File: config.mk
export PLATFORM = sky130hd
export DESIGN_NAME = issue_queue_mp
export DESIGN_NICKNAME = d
export VERILOG_FILES = /design/src/rtl/issue_queue_mp.sv
export SDC_FILE = /design/constraint.sdc
export NUM_CORES = 1
export LEC_CHECK = 0
export BUFFER_PORTS_ARGS = -buffer_cell sky130_fd_sc_hd__buf_2
export CAP_MARGIN = 25
export CORE_MARGIN = 1.5
export CORE_UTILIZATION = 45
export CTS_BUF_LIST = sky130_fd_sc_hd__clkbuf_8
export CTS_CLUSTER_DIAMETER = 30
export CTS_CLUSTER_SIZE = 28
export DETAILED_ROUTE_END_ITERATION = 10
export GPL_TIMING_DRIVEN = 0
export PLACE_DENSITY = 0.7
export REMOVE_ABC_BUFFERS = 1
export SYNTH_ARGS = -nofsm -noshare
export SYNTH_HDL_FRONTEND = slang
export SYNTH_SLANG_ARGS = --single-unit
export TNS_END_PERCENT = 10
File: constraint.sdc
create_clock -name clk -period 12.6 [get_ports clk]
set_input_delay 1.89 -clock clk [delete_from_list [all_inputs] [get_ports clk]]
set_output_delay 1.89 -clock clk [all_outputs]
set_load 0.05 [all_outputs]
File: src/rtl/issue_queue_mp.sv
// issue_queue_mp: multi-port in-order issue queue between decode and dispatch.
// Valid enqueue lanes are compacted into consecutive slots of a circular
// buffer. The oldest DEQ_WIDTH entries are shown to dispatch, which pops an
// in-order prefix.
// Optional build macro: ISSUE_QUEUE_BYPASS_EN. When it is defined, an empty
// queue forwards the compacted enqueue lanes to the dequeue outputs in the
// same cycle.
module issue_queue_mp #(
  parameter int DATA_WIDTH = 32,
  parameter int DEPTH      = 16,
  parameter int ENQ_WIDTH  = 2,
  parameter int DEQ_WIDTH  = 2
) (
  input  logic                            clk,
  input  logic                            rst,
  input  logic                            flush,
  input  logic [ENQ_WIDTH-1:0]            enq_valid,
  input  logic [ENQ_WIDTH*DATA_WIDTH-1:0] enq_data,
  output logic                            enq_ready,
  output logic [DEQ_WIDTH-1:0]            deq_valid,
  output logic [DEQ_WIDTH*DATA_WIDTH-1:0] deq_data,
  input  logic [DEQ_WIDTH-1:0]            deq_en,
  output logic [$clog2(DEPTH+1)-1:0]      count,
  output logic                            full,
  output logic                            empty
);

  localparam int PTR_W = $clog2(DEPTH);
  localparam int CNT_W = $clog2(DEPTH+1);

  logic [PTR_W-1:0]      head_q, head_d;
  logic [PTR_W-1:0]      tail_q, tail_d;
  logic [CNT_W-1:0]      count_q, count_d;
  logic [DATA_WIDTH-1:0] mem_q [DEPTH];

  logic [DATA_WIDTH-1:0] enq_lane [ENQ_WIDTH];
  logic [CNT_W-1:0]      enq_off  [ENQ_WIDTH];
  logic [CNT_W-1:0]      enq_n;
  logic [CNT_W-1:0]      enq_acc;
  logic [CNT_W-1:0]      pop_n;
  logic [CNT_W-1:0]      skip_n;
  logic                  pop_run;
  logic [ENQ_WIDTH-1:0]  wr_en;
  logic [PTR_W-1:0]      wr_addr [ENQ_WIDTH];
  logic [DEQ_WIDTH-1:0]  deq_valid_int;
  logic [DATA_WIDTH-1:0] deq_data_int [DEQ_WIDTH];

  // Lane unpack / pack between the flat buses and per-lane arrays.
  genvar gi;
  generate
    for (gi = 0; gi < ENQ_WIDTH; gi++) begin : g_enq_lane
      assign enq_lane[gi] = enq_data[gi*DATA_WIDTH +: DATA_WIDTH];
    end
    for (gi = 0; gi < DEQ_WIDTH; gi++) begin : g_deq_lane
      assign deq_data[gi*DATA_WIDTH +: DATA_WIDTH] = deq_data_int[gi];
    end
  endgenerate

  // Space check uses only the registered count, so deq_en never reaches enq_ready.
  assign enq_ready = (count_q <= CNT_W'(DEPTH - ENQ_WIDTH));
  assign full      = ~enq_ready;
  assign empty     = (count_q == '0);
  assign count     = count_q;
  assign deq_valid = deq_valid_int;

  // Compaction: each valid lane's slot offset is the number of valid lanes below it.
  always_comb begin
    enq_n = '0;
    for (int i = 0; i < ENQ_WIDTH; i++) begin
      enq_off[i] = enq_n;
      if (enq_valid[i]) begin
        enq_n = enq_n + CNT_W'(1);
      end
    end
  end

`ifdef ISSUE_QUEUE_BYPASS_EN
  logic                  bypass_act;
  logic [DEQ_WIDTH-1:0]  byp_valid;
  logic [DATA_WIDTH-1:0] byp_data [DEQ_WIDTH];

  assign bypass_act = (count_q == '0) && enq_ready;

  // Bypass sources: dequeue lane k takes the k-th valid enqueue lane.
  always_comb begin
    for (int k = 0; k < DEQ_WIDTH; k++) begin
      byp_valid[k] = 1'b0;
      byp_data[k]  = '0;
    end
    for (int i = 0; i < ENQ_WIDTH; i++) begin
      for (int k = 0; k < DEQ_WIDTH; k++) begin
        if (enq_valid[i] && (enq_off[i] == CNT_W'(k))) begin
          byp_valid[k] = 1'b1;
          byp_data[k]  = enq_lane[i];
        end
      end
    end
  end
`endif

  // Dispatch view: oldest entries from head, zeroed on lanes that hold nothing.
  always_comb begin
    for (int k = 0; k < DEQ_WIDTH; k++) begin
      deq_valid_int[k] = (count_q > CNT_W'(k));
      deq_data_int[k]  = deq_valid_int[k] ? mem_q[head_q + PTR_W'(k)] : '0;
`ifdef ISSUE_QUEUE_BYPASS_EN
      if (bypass_act) begin
        deq_valid_int[k] = byp_valid[k];
        deq_data_int[k]  = byp_data[k];
      end
`endif
    end
  end

  // Next state: prefix pop count, write slots and pointer/count updates.
  always_comb begin
    pop_n   = '0;
    pop_run = 1'b1;
    for (int k = 0; k < DEQ_WIDTH; k++) begin
      pop_run = pop_run & deq_en[k] & deq_valid_int[k];
      if (pop_run) begin
        pop_n = pop_n + CNT_W'(1);
      end
    end

    enq_acc = enq_ready ? enq_n : '0;

    // Entries consumed straight off the enqueue lanes never touch storage.
`ifdef ISSUE_QUEUE_BYPASS_EN
    skip_n = bypass_act ? pop_n : '0;
`else
    skip_n = '0;
`endif

    for (int i = 0; i < ENQ_WIDTH; i++) begin
      wr_en[i]   = enq_ready && enq_valid[i] && !rst && !flush && (enq_off[i] >= skip_n);
      wr_addr[i] = tail_q + PTR_W'(enq_off[i] - skip_n);
    end

    head_d  = head_q + PTR_W'(pop_n - skip_n);
    tail_d  = tail_q + PTR_W'(enq_acc - skip_n);
    count_d = count_q + enq_acc - pop_n;
  end

  // Pointer and count registers; reset and flush both empty the queue.
  always_ff @(posedge clk) begin
    if (rst || flush) begin
      head_q  <= '0;
      tail_q  <= '0;
      count_q <= '0;
    end else begin
      head_q  <= head_d;
      tail_q  <= tail_d;
      count_q <= count_d;
    end
  end

  // Storage array; contents need no reset since count gates visibility.
  always_ff @(posedge clk) begin
    for (int i = 0; i < ENQ_WIDTH; i++) begin
      if (wr_en[i]) begin
        mem_q[wr_addr[i]] <= enq_lane[i];
      end
    end
  end

  // Occupancy stays within 0..DEPTH.
  a_count_max: assert property (@(posedge clk) disable iff (rst)
    count_q <= CNT_W'(DEPTH));
  a_count_min: assert property (@(posedge clk) disable iff (rst || flush)
    ({1'b0, count_q} + {1'b0, enq_acc}) >= {1'b0, pop_n});

endmodule

# Word level (Yosys, flattened, before mapping)

Memories as Yosys holds them, arrays and structs flattened. A register that Yosys moved wholly into a read port is not among the register bits.
Cells that the tools add are included.

Memories: 1
Register bits: 13
Memory bits (writable): 512
Output and inout bits: 74
Input bits: 71

Memory list:

| memory | depth | bits a word | read ports | clocked after memory_dff | write ports | RTL line | source |
|---|---|---|---|---|---|---|---|
| mem_q  | 16    | 32          | 2          | 1                        | 2           | 34       | `logic [DATA_WIDTH-1:0] mem_q [DEPTH];` |

Muxes and demuxes: 12
Bitwise logic cells: 4
Add/subtract/negate cells: 8
Reduce and logical (&&, ||, !) cells: 11
Magnitude comparators: 4

Operators with widths:

| kind                                                                             | number |
|---|---|
| 32-bit 2-to-1 mux                                                                | 2 |
| 5-bit 2-to-1 mux                                                                 | 3 |
| 5-bit by 1-bit adder with 5-bit output, second input constant                    | 2 |
| 5-bit by 1-bit > comparator with 1-bit output, second input constant             | 2 |
| 4-bit adder                                                                      | 2 |
| 1-bit logical AND                                                                | 7 |
| 1-bit 2-to-1 mux                                                                 | 6 |
| 5-bit adder                                                                      | 1 |
| 5-bit by 4-bit less-or-equal comparator with 1-bit output, second input constant | 1 |
| 5-bit zero test                                                                  | 1 |
| 5-bit subtractor                                                                 | 1 |
| 4-bit by 1-bit adder with 4-bit output                                           | 1 |
| 4-bit by 1-bit adder with 4-bit output, second input constant                    | 1 |
| 4-bit 2-to-1 mux                                                                 | 1 |
| 1-bit bitwise AND                                                                | 3 |
| 1-bit zero test                                                                  | 2 |
| 1-bit greater-or-equal comparator, second input constant                         | 1 |
| 1-bit logical OR                                                                 | 1 |
| 1-bit inverter                                                                   | 1 |

# Logic depth before layout (Yosys ltp)

Depth after elaboration: 7
Depth in mapped cells: 16
Mapped depth without buffers: 15

# Worst setup path before layout

Ideal clock, no wire load.

Kind: reg2reg
From: register count_q[4] (netlist: count[4])
To: memory mem_q[9][0] (enable)
Library setup time: 0.470 ns
Slack: 6.599 ns
Clock period less this slack: 6.001 ns
Stages on the path, launching flop included: 9
Data required time: 12.130 ns
Path buffers: 2
Arrival time: 5.531 ns
Cells stage by stage: dfxtp_1 clkbuf_1 inv_1 ha_1 and3_1 buf_2 a21oi_1 nand3_1 o31ai_1

RTL lines:

| what                   | RTL line | source |
|---|---|---|
| from (decl)            | 33       | `logic [CNT_W-1:0] count_q, count_d;` |
| from (signal assigned) | 154      | `count_q <= count_d;` |
| to (decl)              | 34       |  |

# Worst setup path after layout

From: register head_q[1]
To: output port deq_data[36]

Cells in the longest elaborated chain, start to end: 3

RTL lines:

| what                                   | RTL line | source |
|---|---|---|
| from (decl)                            | 31       | `logic [PTR_W-1:0] head_q, head_d;` |
| from (signal assigned)                 | 148      | `head_q <= '0;` |
| from (signal assigned)                 | 152      | `head_q <= head_d;` |
| 4-bit by 1-bit adder with 4-bit output | 105      | `deq_data_int[k] = deq_valid_int[k] ? mem_q[head_q + PTR_W'(k)] : '0;` |
| memory read 16 x 32 bit                | --       |  |
| 32-bit 2-to-1 mux                      | 105      |  |
| to (decl)                              | 21       | `output logic [DEQ_WIDTH*DATA_WIDTH-1:0] deq_data,` |

No other way between the ends.

==> qor.csv <==
stage;metric;value;unit
logic_synthesis;synth-seq-cells;525;
clock_network;post-cts-setup-buffers;0;
timing;slew_violations;0;
final_layout;final_util;53.4;%
routing;route.detailed.drc;0;
job;cap_violations;0;
placed_design;dp_cells;2786;
worst_setup_path;crit_path_end_kind;output port;
timing;rsz0062_at_grt;no;
worst_setup_path;timing.rr.start;count[4];
grt;grt_start_max_net_pins;58;
power;power_switching_share;37.9;%
worst_hold_path;min_from;tail_q[0];
clock_network;tritoncts;yes;
worst_setup_path;worstPathMaxFanout;38;
grt;grt_pass1_wl;139000;um
worst_setup_path;crit_path_max_incr_delay;0.90;ns
worst_setup_path;cp_num_buf_inv;2;
worst_setup_path;reg2reg_to;mem_q[5][25];
routing;firstDrtPassIters;6;
placed_design;place_ws;7.29;ns
timing;fin_crit_sh;48.2;%
floorplan;core-area;67400;um^2
final_layout;area_delta_synth_final;17.0;%
grt;antenna_found_initial;6;
final_layout;nets;2115;
logic_synthesis;synth_edf_count;512;
routing;wl_per_cell;32.5;um
logic_synthesis;yosysUniqueCellTypes;49;
routing;num_vias;20400;
worst_setup_path;cp.arrival;4.18;ns
power;p_clk_share;31.5;%
timing;fin_skew;0.0246;ns
routing;drt_iter0_drc;2129;
timing;tightest_slew;1.13;ns
placed_design;dp_hpwl;62700;um
outcome;outcome;finished clean;
grt;gr-total-overflow;0;
timing;setup_viol;0;
floorplan;die-area;69900;um^2
logic_synthesis;synth-main-ff-cell;edfxtp_1;
logic_synthesis;yosysWarnings;0;
power;power_frac_seq;31.5;%
timing;timing.fmax;165;MHz
power;pwr-share-comb;37.0;%
clock_network;cts_resized;0;
logic_synthesis;syn_area;30700;um^2
worst_setup_path;crit_family;compound AO/OA/AOI/OAI gates;
grt;grt_pass1_vias;21000;
power;irDropWorstVdd;0.127;mV
clock_network;clockRootBuffer;clkbuf_8;
worst_setup_path;start_kind;register;
floorplan;fp.dieW;264;um
worst_setup_path;worstPathCellList;a21boi_0 > o31ai_4 > buf_8 > a22oi_1 > a31oi_1 > buf_2;
floorplan;io_pins;145;
worst_setup_path;r2r_setup_slack;8.43;ns
clock_network;clkLatencyLatePin;0.72;ns
timing;fin_tns_setup;0;ns
power;net-switching-power;2.40;mW
routing;vias_per_cell;6.82;
grt;grt_use_total;27.5;%
floorplan;start_util;45.6;%
grt;grt_use_met3;5.67;%
timing;setup_ws;6.53;ns
routing;routed_wl;96900;um
power;powerDensity;176;nW/um^2
placed_design;place_congestion;0.773;
timing;slew_headroom;24.4;%
power;p_leak;11.6;nW
floorplan;row_count;95;
clock_network;cts_made_buffers;107;
grt;grt-busiest-layer;met2;
worst_setup_path;critPathRequiredTime;10.71;ns
worst_setup_path;reg2reg_depth;7;
final_layout;finalNonFillerCells;2985;
clock_network;max-clock-path-buffers;3;
grt;grtUsageMet1;34.7;%
worst_setup_path;slowest_stage;o31ai_4;
grt;met2_usage;45.3;%
clock_network;hold_buffers;0;
placed_design;port_buffers;144;
timing;hold_viol_final;0;
worst_hold_path;whs_path_depth;2;
logic_synthesis;async_reset_ff_share;0;%
clock_network;h-tree-depth;3;
logic_synthesis;syn-instance-count;1914;
worst_hold_path;hp-class;reg -> reg;
clock_network;clkSinkCount;525;
logic_synthesis;ys_seq_area_share;50.9;%
timing;fin_crit;6.07;ns
final_layout;drive_gt1_share;55.8;%
power;p_int;3.92;mW
logic_synthesis;avgSynthCellArea;16.1;um^2
clock_network;cts.reportedPaths.clkPinSlew;0.06;ns
worst_setup_path;critical_path_class;reg -> out;
floorplan;die_h;264;um
routing;detail-route-antenna-nets;0;
worst_hold_path;whs_endpoint;tail_q[0];
==> tightest hold or removal path: stages (launching register included) <==
cell	delay, ns
dfxtp_1	0.41
ha_1	0.15
and2_1	0.10
==> metal layers <==
layer / vias to the layer above / part of all wire (%)
met5: - / 0.053
met4: 8 / 4.7
met3: 317 / 10
met2: 1342 / 49
met1: 10500 / 37
li1: 8161 / -
==> how the worst max path moves through the flow <==
stage	start	to	slack [ns]	cells after the start
2_1_floorplan	head_q[0]	deq_data[62]	-2.17	4
3_3_place_gp	head_q[0]	deq_data[53]	-9.08	5
3_5_place_dp	enq_valid[0]	mem_q[5][24]	7.29	7
4_1_cts	head_q[1]	deq_data[36]	6.59	6
5_1_grt	head_q[1]	deq_data[36]	6.41	6
6_report	head_q[1]	deq_data[36]	6.53	6
==> through the flow <==
| stage | hold WS, ns | instance area (um^2) | total power, mW |
|---|---|---|---|
| floorplan | 0.555 | 29800 | 3.87 |
| global placement | 0.602 | 31600 | 4.46 |
| detailed placement | 0.689 | 33600 | 4.36 |
| CTS | 0.705 | 36000 | 6.34 |
| global route | 0.740 | 36000 | 6.51 |
| finish | 0.694 | 36000 | 6.32 |
==> layout make-up <==
cell class,count,area [um^2]
clock buffer,111,1530
antenna,3,7.51
sequential,525,15600
tap,873,1090
clock inverter,85,868
fill,5173,31400
timing repair buffer,221,2280
inverter,20,75.1
multi-input combinational,1147,14500
==> cell usage after synthesis, types with 3 or more instances <==
master / number / area share, %
a21oi_1: 44 / 0.72
a22oi_1: 97 / 2.4
a31oi_1: 32 / 0.65
and2_1: 8 / 0.16
buf_1: 18 / 0.22
buf_2: 52 / 0.85
buf_6: 3 / 0.11
clkbuf_1: 149 / 1.8
dfxtp_1: 13 / 0.85
edfxtp_1: 512 / 50
ha_1: 20 / 0.81
inv_1: 20 / 0.24
mux2_1: 29 / 1.1
mux2_2: 483 / 18
mux4_2: 256 / 19
nand2_1: 12 / 0.15
nand2b_1: 8 / 0.16
nand3_1: 4 / 0.065
nor2_1: 12 / 0.15
nor2b_1: 4 / 0.081
nor3b_1: 4 / 0.098
o21a_1: 3 / 0.073
o21ai_0: 75 / 1.2
o21ai_1: 5 / 0.081
o21bai_1: 6 / 0.15
o31ai_1: 3 / 0.073
or3_1: 5 / 0.10
xnor2_1: 4 / 0.11
xor2_1: 3 / 0.086
==> power by group through the flow <==
stage	Sequential [mW]	Clock, mW	Combinational [mW]
6_report	1.99	1.99	2.34
2_1_floorplan	2.13	0	1.74
3_3_place_gp	2.14	0	2.31
5_1_grt	2.00	2.08	2.43
4_1_cts	1.99	2.01	2.34
3_5_place_dp	2.03	0	2.33
==> state kept, by name, indices dropped and copies added, names as in the netlist <==
signal and count:
mem_q 512, count 5, head_q 4, tail_q 4
==> cell usage in the layout, fill, tap and decap left out, types with 34 or more instances in the layout <==
cell type	netlist	routed
buf_2	52	145
o21ai_0	75	67
inv_1	20	34
a22oi_1	97	97
a21oi_1	44	41
mux4_2	256	256
clkbuf_8	0	111
mux2_2	483	483
buf_12	0	36
edfxtp_1	512	512
==> logic make-up after synthesis <==
| group | count (synthesis) | share of synthesized area (%) |
|---|---|---|
| AOI/OAI and AO/OA | 279 | 5.90 |
| buffers and inverters | 242 | 3.24 |
| muxes | 768 | 37.5 |
| and+or+nand+nor | 71 | 1.32 |
| xor gates and xnor gates | 7 | 0.199 |
| adders and majority gates | 22 | 0.945 |
| DFF | 525 | 50.9 |
No activity file was read; power rests on OpenSTA's default activity.
